**src/rtl/itcm_arb.sv**
```systemverilog
// itcm_arb: shares the single ITCM SRAM port between auto-load, AHB debug,
// core data port and instruction fetch. It grants one access per cycle,
// remembers who owns the outstanding read, and promotes fetch after it has
// been denied for too long.
module itcm_arb #(
    parameter int          ADDR_WIDTH      = 32,
    parameter int          DATA_WIDTH      = 32,
    parameter logic [31:0] ITCM_START_ADDR = 32'h0000_0000,
    parameter logic [31:0] ITCM_SIZE       = 32'h8000,
    parameter int          WORD_AW         = 13,
    parameter int          STARVE_LIMIT    = 4,
    parameter int          STARVE_W        = 3
) (
    input  logic                  clk,
    input  logic                  rst,

    input  logic                  al_active,
    input  logic                  al_req,
    input  logic [ADDR_WIDTH-1:0] al_addr,
    input  logic [DATA_WIDTH-1:0] al_wdata,
    output logic                  al_ready,

    input  logic                  ahb_req,
    input  logic                  ahb_we,
    input  logic [3:0]            ahb_be,
    input  logic [ADDR_WIDTH-1:0] ahb_addr,
    input  logic [DATA_WIDTH-1:0] ahb_wdata,
    output logic                  ahb_ready,
    output logic                  ahb_rvalid,
    output logic                  ahb_err,

    input  logic                  dat_req,
    input  logic                  dat_we,
    input  logic [3:0]            dat_be,
    input  logic [ADDR_WIDTH-1:0] dat_addr,
    input  logic [DATA_WIDTH-1:0] dat_wdata,
    output logic                  dat_ready,
    output logic                  dat_rvalid,

    input  logic                  ifu_req,
    input  logic [ADDR_WIDTH-1:0] ifu_addr,
    output logic                  ifu_ready,
    output logic                  ifu_rvalid,

    output logic [DATA_WIDTH-1:0] rdata,

    output logic                  mem_en,
    output logic                  mem_we,
    output logic [3:0]            mem_be,
    output logic [WORD_AW-1:0]    mem_addr,
    output logic [DATA_WIDTH-1:0] mem_wdata,
    input  logic [DATA_WIDTH-1:0] mem_rdata
);

    localparam logic [ADDR_WIDTH-1:0] START_A   = ADDR_WIDTH'(ITCM_START_ADDR);
    localparam logic [ADDR_WIDTH-1:0] SIZE_A    = ADDR_WIDTH'(ITCM_SIZE);
    localparam logic [STARVE_W-1:0]   LIMIT_C   = STARVE_W'(STARVE_LIMIT);
    localparam logic [STARVE_W-1:0]   ONE_C     = STARVE_W'(1);

    logic [STARVE_W-1:0]   starve_cnt;
    logic                  promote;
    logic                  ahb_oor;
    logic                  g_al;
    logic                  g_ahb;
    logic                  g_dat;
    logic                  g_ifu;
    logic [ADDR_WIDTH-1:0] sel_addr;

    assign promote = (starve_cnt == LIMIT_C);
    assign ahb_oor = ((ahb_addr - START_A) >= SIZE_A);

    // Fixed-priority grant; auto-load always wins, fetch jumps ahead of AHB/data once starved
    always_comb begin
        g_al  = 1'b0;
        g_ahb = 1'b0;
        g_dat = 1'b0;
        g_ifu = 1'b0;
        if (!rst) begin
            if (al_req) begin
                g_al = 1'b1;
            end else if (!al_active) begin
                if (promote) begin
                    if (ifu_req)      g_ifu = 1'b1;
                    else if (ahb_req) g_ahb = 1'b1;
                    else if (dat_req) g_dat = 1'b1;
                end else begin
                    if (ahb_req)      g_ahb = 1'b1;
                    else if (dat_req) g_dat = 1'b1;
                    else if (ifu_req) g_ifu = 1'b1;
                end
            end
        end
    end

    // Steer the winning requester onto the SRAM port; fetch is always a full-word read
    always_comb begin
        mem_we    = 1'b0;
        mem_be    = 4'hf;
        sel_addr  = ifu_addr;
        mem_wdata = al_wdata;
        if (g_al) begin
            mem_we    = 1'b1;
            mem_be    = 4'hf;
            sel_addr  = al_addr;
            mem_wdata = al_wdata;
        end else if (g_ahb) begin
            mem_we    = ahb_we;
            mem_be    = ahb_be;
            sel_addr  = ahb_addr;
            mem_wdata = ahb_wdata;
        end else if (g_dat) begin
            mem_we    = dat_we;
            mem_be    = dat_be;
            sel_addr  = dat_addr;
            mem_wdata = dat_wdata;
        end
    end

    assign mem_addr  = WORD_AW'((sel_addr - START_A) >> 2);
    assign mem_en    = g_al | g_dat | g_ifu | (g_ahb & ~ahb_oor);
    assign al_ready  = g_al;
    assign ahb_ready = g_ahb;
    assign dat_ready = g_dat;
    assign ifu_ready = g_ifu;
    assign rdata     = mem_rdata;

    // Track read ownership, AHB range errors and fetch starvation
    always_ff @(posedge clk) begin
        if (rst) begin
            starve_cnt <= '0;
            ahb_rvalid <= 1'b0;
            dat_rvalid <= 1'b0;
            ifu_rvalid <= 1'b0;
            ahb_err    <= 1'b0;
        end else begin
            ahb_rvalid <= g_ahb & ~ahb_we & ~ahb_oor;
            dat_rvalid <= g_dat & ~dat_we;
            ifu_rvalid <= g_ifu;
            ahb_err    <= g_ahb & ahb_oor;
            if (!al_active) begin
                if (ifu_req && !g_ifu) begin
                    if (starve_cnt < LIMIT_C) starve_cnt <= starve_cnt + ONE_C;
                end else begin
                    starve_cnt <= '0;
                end
            end
        end
    end

endmodule

```
**config.mk**
```make
export PLATFORM = sky130hd
export DESIGN_NAME = itcm_arb
export DESIGN_NICKNAME = d
export VERILOG_FILES = /design/src/rtl/itcm_arb.sv
export SDC_FILE = /design/constraint.sdc
export NUM_CORES = 1
export LEC_CHECK = 0
export CAP_MARGIN = 20
export CORE_AREA = 2 2 140 142
export CTS_CLUSTER_DIAMETER = 200
export DETAILED_ROUTE_END_ITERATION = 10
export DIE_AREA = 0 0 142 144
export PLACE_DENSITY_LB_ADDON = 0.08
export SYNTH_ARGS = -nofsm -noshare
export SYNTH_HDL_FRONTEND = slang
export SYNTH_SLANG_ARGS = --single-unit
export TNS_END_PERCENT = 50
```
**constraint.sdc**
```tcl
create_clock -name clk -period 5 [get_ports clk]
set_input_delay 0.5 -clock clk [delete_from_list [all_inputs] [get_ports clk]]
set_output_delay 0.5 -clock clk [all_outputs]
set_load 0.03 [all_outputs]
```
# ---- Yosys cells after proc, flatten, opt, wreduce, memory -nomap -nowiden
# Cells that the tools add are included.
dict set report word_totals {
  ff_bits 7
  input_bits 273
  output_inout_bits 91
  elab_cells 61
}
dict set report op_classes {
  n_addsub 1
  order_cmp 2
  eq_ne 2
  n_mux 36
  n_bitwise 12
  reduce_logical 3
}
# operator count
set ops {}
lappend ops {{$mux W32} 3}
lappend ops {{$mux W15} 3}
lappend ops {{$ge A32 B16 Y1 const B} 1}
lappend ops {{$mux W1} 25}
lappend ops {{$mux W4} 3}
lappend ops {{$mux W3} 2}
lappend ops {{$and A1 B1 Y1} 5}
lappend ops {{$not A1 Y1} 4}
lappend ops {{$add A3 B1 Y3 const B} 1}
lappend ops {{$eq A3 B3 Y1 const B} 1}
lappend ops {{$lt A3 B3 Y1 const B} 1}
lappend ops {{$or A1 B1 Y1} 3}
lappend ops {{$ne A2 B1 Y1 const B} 1}
lappend ops {{$reduce_and A2 Y1} 1}
lappend ops {{$logic_and A1 B1 Y1} 1}
lappend ops {{$logic_not A1 Y1} 1}

# ---- Longest topological paths before layout
# Gate-level depths: netlist of the first run.
dict set report logic_depth {
  depth_word 11
  mapped_depth 8
  depth_no_buf 6
}

# ---- Worst setup path after synthesis of the first run
# Ideal clock, no wire load.
dict set report synth_path {
  kind {input port to output port}
  start {input port rst}
  end {output port mem_addr[11]}
  arrival_time_ps 2102
  required_ps 4500
  setup_slack_ps 2398
  cell_stages 6
  n_path_buf 2
  cell_sequence {buf_2 nor3_4 and2_1 buf_2 o22ai_1 o31ai_1}
}
dict set report synth_via {
  elab_chain_len 4
  word_cells_on_any_way 6
  classes_between {mux (6)}
}
# item line_no
set synth_rtl {}
lappend synth_rtl {{from (decl)} 15} ;# input logic rst,
lappend synth_rtl {{$mux W1} 78} ;# if (!rst) begin
lappend synth_rtl {{$mux W15} 111} ;# end else if (g_dat) begin
lappend synth_rtl {{$mux W15} 106} ;# end else if (g_ahb) begin
lappend synth_rtl {{$mux W15 *} 101} ;# if (g_al) begin
lappend synth_rtl {{to (decl)} 50} ;# output logic [WORD_AW-1:0] mem_addr,
# Mark *: on every way between the ends. The rest lies on a longest branch, timed or not.

# ---- Final worst setup path of the first run
dict set report layout_path {
  start {input port ifu_req}
  end {output port mem_addr[8]}
}
dict set report layout_via {
  elab_chain_len 8
  word_cells_on_any_way 13
  classes_between {mux (13)}
}
# item line_no
set layout_rtl {}
lappend layout_rtl {{from (decl)} 40} ;# input logic ifu_req,
lappend layout_rtl {{$mux W1} 83} ;# if (ifu_req) g_ifu = 1'b1;
lappend layout_rtl {{$mux W1} 82} ;# if (promote) begin
lappend layout_rtl {{$mux W1} 81} ;# end else if (!al_active) begin
lappend layout_rtl {{$mux W1} 79} ;# if (al_req) begin
lappend layout_rtl {{$mux W1} 78}
lappend layout_rtl {{$mux W15} 111}
lappend layout_rtl {{$mux W15 *} 106}
lappend layout_rtl {{$mux W15 *} 101}
# Marked as above.

==> results of run 1 <==
-- registers in the layout (all words and copies together), names as in the netlist --
register / cells
ifu_rvalid: 1
ahb_rvalid: 1
dat_rvalid: 1
starve_cnt: 3
ahb_err: 1
-- per-stage QoR --
step | worst slack [ps] | std cells | util, % | hold slack (ps)
final | 1220 | 731 | 23.1 | 508
after detailed placement | 1090 | 727 | 22.7 | 512
after floorplan | 2400 | 297 | - | 479
after CTS | 1100 | 731 | 23.1 | 516
after global placement | 1090 | 727 | 22.7 | 507
after global routing | 873 | 731 | 23.1 | 527
-- cell usage in the layout, fill, tap and decap left out --
master,Yosys,routed
nand2_2,0,1
clkdlybuf4s50_1,0,240
nor4b_2,1,1
nor2b_2,0,1
dfxtp_1,7,7
clkbuf_16,0,3
or3_1,3,3
o41ai_1,1,1
inv_2,1,1
o31ai_1,13,13
nor2b_1,2,1
a211oi_1,1,1
nand2b_1,2,2
nand4_1,1,1
a21oi_1,34,34
a2bb2oi_1,1,1
nor4_1,3,3
nand4b_1,1,1
ha_1,2,2
nor2_1,63,63
or2_2,1,1
o32ai_1,1,1
nand3_1,2,2
o22a_1,4,4
mux2i_1,32,32
clkbuf_1,10,1
and2_1,3,3
o21a_1,1,1
nand2_1,14,13
a221o_1,1,1
o22ai_1,14,14
buf_12,0,1
nor3_4,1,1
buf_4,33,7
a41oi_1,13,13
inv_1,18,18
-- power groups by stage --
stage	clock network (mW)	registers, mW	logic (mW)
floorplan	0	0.0594	0.192
global placement	0	0.0587	0.376
detailed placement	0	0.0588	0.375
CTS	0.137	0.0579	0.377
global route	0.140	0.0580	0.399
finish	0.134	0.0579	0.372
-- tightest hold or removal path: cells and delay by family, from the launching register on --
kind / cells / cell delay, ps
buf+inv: 1 / 70
compound gates: 1 / 90
flops: 1 / 300
-- metal layers --
metal,vias to the layer above,wire (um)
met3,2,1150
li1,1418,-
met5,-,0
met2,175,5510
met1,1242,4170
met4,0,21
-- path summary, 6_finish.rpt --
kind	start	endpoint	slack, ps
setup / recovery	ifu_req	mem_addr[8]	1220
hold reg to reg	starve_cnt[1]$_SDFFE_PP0P_	starve_cnt[1]$_SDFFE_PP0P_	510
setup reg to reg	starve_cnt[0]$_SDFFE_PP0P_	ahb_rvalid$_SDFF_PP0_	3030
hold / removal	starve_cnt[1]$_SDFFE_PP0P_	starve_cnt[1]$_SDFFE_PP0P_	510
-- final cells by class --
class	count	area share, %
timing repair buffer	248	56.2
inverter	19	1.62
tap	238	6.77
clock buffer	4	1.79
multi-input combinational	215	30.4
sequential	7	3.18
-- cells by family (layout without fill, tap and decap cells) --
family          after synthesis  after routing  share of synthesized area [%]
simple gates                 97             97                           22.7
compound gates               84             84                           29.2
buf+inv                      75            271                           22.6
mux                          32             32                           16.8
flops                         7              7                           7.36
fa+ha+maj                     2              2                           1.31
==> run summary, run 1 <==
outcome = finished clean
FMAX = 265 MHz
Seq/Total Area, Yosys = 7.36%
crit-path cells = clkdlybuf4s50_1 -> nand3_1 -> buf_4 -> nand2_2 -> buf_4 -> o22ai_1 -> o31ai_1 -> clkdlybuf4s50_1
drt wl/cell = 14.8 um
skew final = 1.89 ps
Initial Util = 9.97%
CP Capture Type = primary output
Ports = 364
Post-CTS Setup Bufs = 0
hold path depth = 2
synthesized instance count = 297
Seq pwr share = 10.3%
core area = 19100 um2
cell accounting for the most synthesized area = mux2i_1
Max rail drop VDD = 0.0000826 V
DRC violations left = 0
fill count = 2127
CTS tree = done
die width = 142 um
initial antenna violation count = 0
CP Max Fanout = 35
static leakage = 1.82 nW
FF-to-FF path depth = 7
Max clock buf depth = 2
# hold bufs at CTS = 0
Placed Area = 4320 um2
critical path class = in -> out
clk sinks = 7
total power = 0.564 mW
Detail Route Antenna Nets = 0
H-tree Lvls = 1
Sequential cell area = 140 um2
1st-pass router iterations = 4
M3 GR Usage = 2.85%
CTS resizes = 0
final setup vio count = 0
Initial DRC Count = 67
Switching Share = 32.9%
vias in the first global route = 2857
root cell of the clock tree = clkbuf_16
CP top delay family = buffers and inverters
Power Density = 128 nW/um2
most common library cells after synthesis = nor2_1 (63), a21oi_1 (34), buf_4 (33)
CP startpoint kind = input pin
commonest register cell after synthesis = dfxtp_1
Critical Path AT = 3280 ps
synth top area cells = mux2i_1 (17%), buf_4 (13%), nor2_1 (12%)
layout net count = 769
share of layout cells above drive strength 1 = 3.45%
yosys warns = 0
hold crit path type = reg -> reg
Vias = 2837
Synth Register Bits = 7
synth unique cells = 34
Psw = 0.186 mW
fraction of registers with async set/reset = 0%
global-route wire length before repair = 15700 um
footprint of the multi-input gates = 1340 um2
Buf/Inv on CP = 4
gr busiest metal = met2
gr usage total = 9.57%
Slew @ Worst Pin = 621 ps
die height = 144 um
part of the power in the clock network = 23.7%
# port buffers = 240
Internal Power = 0.378 mW
Worst path depth = 8
final instance area = 4400 um2
fin crit period = 3780 ps
count leader, synth = nor2_1
met2 GRT Util = 17.8%
RSZ-0062 raised after global routing = no
post-DP HPWL = 8960 um
total grt overflow = 0
vias per cell = 3.88
clk_lat worst skew = 230 ps
area share of the leading cell type in the synthesized netlist = 16.8%
num rows = 51
Post-Synthesis Net Count = 572
Tcrit/Tclk final = 75.6%
Crit-path slowest cell = clkdlybuf4s50_1
total CTS buffers = 3
Hold Vio Cnt, Final = 0
Logic pwr share = 66.0%
drt total wl = 10900 um
MaxCap Viol Count = 0
final setup TNS = 0 ps
Clock transition at path regs = 30 ps
Worst Path Required = 4500 ps
Post-synth EDFFs = 0
pin count of the biggest net entering global routing = 40
total die area = 20400 um2
max-slew violation count = 0
Area Overhead vs Synth = 131%
ANT cells = 0
relative slew slack = 58.6%
gp weighted congestion = 0.752
synthesized area per cell = 6.41 um2
slowest stage delay, CP = 720 ps
met1 Use GR = 11.2%
synthesized area = 1900 um2
No activity file was read; power rests on OpenSTA's default activity.
==> run 2: changes to the inputs <==
--- a/config.mk
+++ b/config.mk
@@ -6,10 +6,10 @@
 export NUM_CORES = 1
 export LEC_CHECK = 0
 export CAP_MARGIN = 20
-export CORE_AREA = 2 2 140 142
+export CORE_AREA = 2 2 143 145
 export CTS_CLUSTER_DIAMETER = 200
 export DETAILED_ROUTE_END_ITERATION = 10
-export DIE_AREA = 0 0 142 144
+export DIE_AREA = 0 0 145 147
 export PLACE_DENSITY_LB_ADDON = 0.08
 export SYNTH_ARGS = -nofsm -noshare
 export SYNTH_HDL_FRONTEND = slang
==> constraint.sdc (replaced) <==
create_clock -name clk -period 3.86 [get_ports clk]
set_input_delay 0.386 -clock clk [delete_from_list [all_inputs] [get_ports clk]]
set_output_delay 0.386 -clock clk [all_outputs]
set_load 0.03 [all_outputs]
==> run summary, run 2 (synthesis results as in run 1) <==
MaxCap Viol Count = 0 (unchanged)
Tcrit/Tclk final = 84.6%
Switching Share = 33.9% (+0.99 points)
Post-CTS Setup Bufs = 0 (unchanged)
skew final = 1.37 ps (-0.520 ps)
Power Density = 167 nW/um2 (+30%)
Vias = 2825 (-0.42%)
clk_lat worst skew = 230 ps (about the same)
Largest Register = starve_cnt
RSZ-0062 raised after global routing = no
footprint of the multi-input gates = 1340 um2 (unchanged)
die width = 145 um (+2.1%)
Initial Util = 9.59% (-0.38 points)
gr usage total = 9.51% (-0.062 points)
Worst Path Required = 3470 ps (-1030 ps)
max-slew violation count = 0 (unchanged)
1st-pass router iterations = 4 (unchanged)
CP Capture Type = primary output
Ports = 364 (unchanged)
crit path from = rst
Sequential cell area = 140 um2 (unchanged)
ANT cells = 0 (unchanged)
flip-flop count of the largest register after layout = 3 (unchanged)
Max clock buf depth = 2 (unchanged)
outcome = finished clean
layout net count = 772 (+0.39%)
reg-to-reg critical path startpoint = starve_cnt[0]$_SDFFE_PP0P_
static leakage = 1.88 nW (+3.1%)
Max rail drop VDD = 0.000102 V (+24%)
Hold Vio Cnt, Final = 0 (unchanged)
core area = 19800 um2 (+4.0%)
Psw = 0.250 mW (+34%)
CP startpoint kind = input pin
vias in the first global route = 2877 (+0.70%)
post-DP HPWL = 8810 um (-1.7%)
CTS resizes = 0 (unchanged)
pin count of the biggest net entering global routing = 41 (+2.5%)
vias per cell = 3.69 (-5.0%)
Area Overhead vs Synth = 132%
gp weighted congestion = 0.705 (-6.2%)
initial antenna violation count = 0 (unchanged)
part of the power in the clock network = 24.2% (+0.5 points)
Seq pwr share = 10.2% (about the same)
Internal Power = 0.487 mW (+29%)
die height = 147 um (+2.1%)
FF-to-FF path depth = 6 (-1)
Critical Path AT = 2880 ps (-400 ps)
clk sinks = 7 (unchanged)
hold crit path type = reg -> reg
share of layout cells above drive strength 1 = 11.1% (+7.6 points)
worst flop-to-flop path endpoint = ahb_rvalid$_SDFF_PP0_
CTS tree = done
total CTS buffers = 3 (unchanged)
critical path class = in -> out
final setup vio count = 0 (unchanged)
Detail Route Antenna Nets = 0 (unchanged)
fin crit period = 3270 ps
num rows = 52 (+2.0%)
Setup crit end = mem_en
most frequent cells in the layout = clkdlybuf4s50_1 (206), nor2_1 (63), buf_4 (41)
CP Max Fanout = 14 (-60%)
H-tree Lvls = 1 (unchanged)
Reg2Reg Setup Slack = 2200 ps (-830 ps)
root cell of the clock tree = clkbuf_16
DP Cell Count = 762 (+4.8%)
# port buffers = 240 (unchanged)
# hold bufs at CTS = 0 (unchanged)
final setup TNS = 0 ps (unchanged)
Logic pwr share = 65.6% (-0.4 points)
total grt overflow = 0 (unchanged)
commonest non-fill, non-tap cell in the layout = clkdlybuf4s50_1
drt total wl = 10900 um (+0.10%)
Clock transition at path regs = 40 ps (about the same)
drt wl/cell = 14.2 um (-4.5%)
Non-Filler Instances = 766 (+4.8%)
Slew @ Worst Pin = 714 ps (+92.5 ps)
relative slew slack = 52.4% (-6.2 points)
FMAX = 306 MHz
fill count = 2217 (+4.2%)
total die area = 21300 um2 (+4.2%)
global-route wire length before repair = 16100 um (+2.1%)
Initial DRC Count = 74 (+10%)
DRC violations left = 0 (unchanged)
==> run 2: cell types whose count changed in the layout (fill, tap and decap cells not counted) <==
cell / previous run / this run
clkbuf_1: 1 / 0
clkdlybuf4s50_1: 240 / 206
buf_12: 1 / 4
clkinv_2: 0 / 1
buf_4: 7 / 41
==> run 2: cell type report <==
| type | count | share of cell area (%) |
|---|---|---|
| multi-input cells | 215 | 30.3 |
| inverters | 19 | 1.61 |
| clock buffers | 3 | 1.70 |
| clock inverters | 1 | 0.113 |
| well taps | 270 | 7.65 |
| repair buffers | 251 | 55.5 |
| flip-flops and latches | 7 | 3.17 |
==> run 2: per-stage QoR <==
| step | setup WS, ps | hold WS (ps) | cell area, um2 | power [mW] | util [%] |
|---|---|---|---|---|---|
| 3_3_place_gp | 555 | 505 | 4340 | 0.564 | 21.9 |
| 5_1_grt | 435 | 539 | 4420 | 0.781 | 22.3 |
| 4_1_cts | 526 | 515 | 4420 | 0.750 | 22.3 |
| 6_report | 595 | 509 | 4420 | 0.736 | 22.3 |
| 2_1_floorplan | 1490 | 458 | 1900 | 0.326 | - |
| 3_5_place_dp | 545 | 510 | 4340 | 0.564 | 21.9 |
==> run 2: critical path, stage by stage <==
cell and delay [ps]:
clkdlybuf4s50_1 610, nor4b_2 320, nand2_2 300, or3_1 460
nand3_1 100, clkdlybuf4s50_1 700
==> run 2: metal layers <==
layer | GRT usage, % | share of wire [%]
met1 | 11.8 | 43
met2 | 16.7 | 48
met3 | 2.52 | 8.9
met4 | 1.83 | 0.52
met5 | 0 | 0
==> run 2: worst min path at each step <==
stage | start | to | slack (ps) | cells after the start
global route | starve_cnt[1]$_SDFFE_PP0P_ | starve_cnt[1]$_SDFFE_PP0P_ | 540 | 2
CTS | starve_cnt[1]$_SDFFE_PP0P_ | starve_cnt[1]$_SDFFE_PP0P_ | 520 | 2
finish | starve_cnt[1]$_SDFFE_PP0P_ | starve_cnt[1]$_SDFFE_PP0P_ | 510 | 2
detailed placement | starve_cnt[1]$_SDFFE_PP0P_ | starve_cnt[1]$_SDFFE_PP0P_ | 510 | 2
global placement | starve_cnt[1]$_SDFFE_PP0P_ | starve_cnt[1]$_SDFFE_PP0P_ | 510 | 2
floorplan | ahb_we | ahb_rvalid$_SDFF_PP0_ | 460 | 1
==> run 2: power by group through the flow <==
stage | sequential, mW | combinational (mW) | clock (mW)
2_1_floorplan | 0.0770 | 0.249 | 0
3_3_place_gp | 0.0761 | 0.488 | 0
3_5_place_dp | 0.0761 | 0.488 | 0
4_1_cts | 0.0750 | 0.490 | 0.185
5_1_grt | 0.0752 | 0.516 | 0.190
6_report | 0.0750 | 0.483 | 0.178
==> run 3: changes to the inputs <==
==> constraint.sdc (replaced) <==
create_clock -name clk -period 3.18 [get_ports clk]
set_input_delay 0.318 -clock clk [delete_from_list [all_inputs] [get_ports clk]]
set_output_delay 0.318 -clock clk [all_outputs]
set_load 0.03 [all_outputs]
==> run summary, run 3 (synthesis results as in run 1) <==
outcome = finished clean
gr usage total = 9.93% (+0.43 points)
Critical Path AT = 2450 ps (-430 ps)
DP Cell Count = 762 (unchanged)
Initial Util = 9.59% (unchanged)
Vias = 2839 (+0.50%)
num rows = 52 (unchanged)
relative slew slack = 64.9% (+13 points)
drt total wl = 11000 um (+1.1%)
Non-Filler Instances = 766 (unchanged)
initial antenna violation count = 0 (unchanged)
max-slew violation count = 0 (unchanged)
FMAX = 361 MHz
vias in the first global route = 2999 (+4.2%)
Placed Area = 4320 um2 (-0.35%)
Slew @ Worst Pin = 519 ps (-194 ps)
hold path depth = 2 (unchanged)
core area = 19800 um2 (unchanged)
die height = 147 um (unchanged)
Area Overhead vs Synth = 131%
total CTS buffers = 3 (unchanged)
root cell of the clock tree = clkbuf_16
gp weighted congestion = 0.719 (+2.0%)
CP Capture Type = primary output
Max clock buf depth = 2 (unchanged)
Post-CTS Setup Bufs = 0 (unchanged)
flip-flop count of the largest register after layout = 3 (unchanged)
Initial DRC Count = 91 (+23%)
Clock transition at path regs = 40 ps (about the same)
Detail Route Antenna Nets = 0 (unchanged)
Hold Vio Cnt, Final = 0 (unchanged)
vias per cell = 3.71 (+0.50%)
Worst Path Required = 2860 ps (-610 ps)
Reg2Reg Setup Slack = 1570 ps (-630 ps)
reg-to-reg critical path startpoint = starve_cnt[0]$_SDFFE_PP0P_
Tcrit/Tclk final = 87.0%
Crit-path slowest cell = clkdlybuf4s50_1
global-route wire length before repair = 16800 um (+4.4%)
final setup TNS = 0 ps (unchanged)
fin crit period = 2770 ps
min-delay src = starve_cnt[1]$_SDFFE_PP0P_
part of the power in the clock network = 24.7% (+0.5 points)
clk sinks = 7 (unchanged)
Largest Register = starve_cnt
1st-pass router iterations = 4 (unchanged)
cell mode on critical path = buf_4
worst flop-to-flop path endpoint = ahb_rvalid$_SDFF_PP0_
# hold bufs at CTS = 0 (unchanged)
DRC violations left = 0 (unchanged)
RSZ-0062 raised after global routing = no
pin count of the biggest net entering global routing = 34 (-17%)
MaxCap Viol Count = 0 (unchanged)
Final Util = 22.2% (-0.076 points)
static leakage = 1.90 nW (+1.5%)
drt wl/cell = 14.3 um (+1.1%)
FF-to-FF path depth = 6 (unchanged)
CP startpoint kind = input pin
Psw = 0.306 mW (+23%)
Seq pwr share = 10.2% (about the same)
die width = 145 um (unchanged)
ANT cells = 0 (unchanged)
layout net count = 772 (unchanged)
Power Density = 202 nW/um2 (+21%)
CTS resizes = 0 (unchanged)
Logic pwr share = 65.1% (-0.5 points)
most frequent cells in the layout = clkdlybuf4s50_1 (190), nor2_1 (63), buf_4 (55)
Max rail drop VDD = 0.000120 V (+17%)
crit-path cells = clkdlybuf4s50_1 -> nor3_4 -> buf_4 -> and2_1 -> buf_4 -> o22ai_1 -> o31ai_1 -> buf_4
total die area = 21300 um2 (unchanged)
H-tree Lvls = 1 (unchanged)
total grt overflow = 0 (unchanged)
clk_lat worst skew = 230 ps (about the same)
slowest stage delay, CP = 600 ps (-100 ps)
hold crit path type = reg -> reg
critical path class = in -> out
Ports = 364 (unchanged)
Switching Share = 34.4% (+0.49 points)
final setup vio count = 0 (unchanged)
# port buffers = 240 (unchanged)
crit path from = rst
final instance area = 4400 um2 (-0.34%)
post-DP HPWL = 8770 um (-0.43%)
share of layout cells above drive strength 1 = 14.3% (+3.2 points)
Hold EP = starve_cnt[1]$_SDFFE_PP0P_
Internal Power = 0.585 mW (+20%)
CTS tree = done
commonest non-fill, non-tap cell in the layout = clkdlybuf4s50_1
WHS = 512 ps (+2.76 ps)
skew final = 4.39 ps (+3.02 ps)
CP Max Fanout = 14 (unchanged)
-- run 3: how the worst max path moves through the flow --
stage                   end  slack [ps]  cells after the start
2_1_floorplan  mem_addr[11]         870                      7
3_3_place_gp    mem_addr[8]         410                      8
3_5_place_dp   mem_addr[11]         390                      8
4_1_cts        mem_addr[11]         390                      8
5_1_grt         mem_addr[2]         290                      8
6_report       mem_addr[11]         410                      8
-- run 3: cell type report --
class / count / area [um2]
clock buffers: 3 / 75.1
inverters: 19 / 71.3
multi-input cells: 215 / 1340
clock inverters: 1 / 5.00
fillers: 2221 / 15400
repair buffers: 251 / 2430
flip-flops and latches: 7 / 140
well taps: 270 / 338
-- run 3: power groups by stage --
stage	clock network, mW	logic [mW]	registers (mW)
6_report	0.220	0.580	0.0911
5_1_grt	0.232	0.622	0.0912
4_1_cts	0.225	0.589	0.0910
3_5_place_dp	0	0.586	0.0924
3_3_place_gp	0	0.587	0.0923
2_1_floorplan	0	0.302	0.0934
-- run 3: critical path: cells and delay by family --
family,cells,cell delay (ps)
compound gates,2,360
buf+inv,4,1310
simple gates,2,450
-- run 3: metrics by stage --
stage,setup slack [ps],power [mW]
3_3_place_gp,408,0.679
6_report,413,0.891
2_1_floorplan,874,0.395
3_5_place_dp,387,0.679
5_1_grt,295,0.945
4_1_cts,392,0.906
-- run 3: layer usage --
layer / wire [um] / track usage (%)
met1: 4650 / 12.1
met2: 5390 / 17.8
met3: 873 / 2.61
met4: 57 / 1.73
met5: 0 / 0
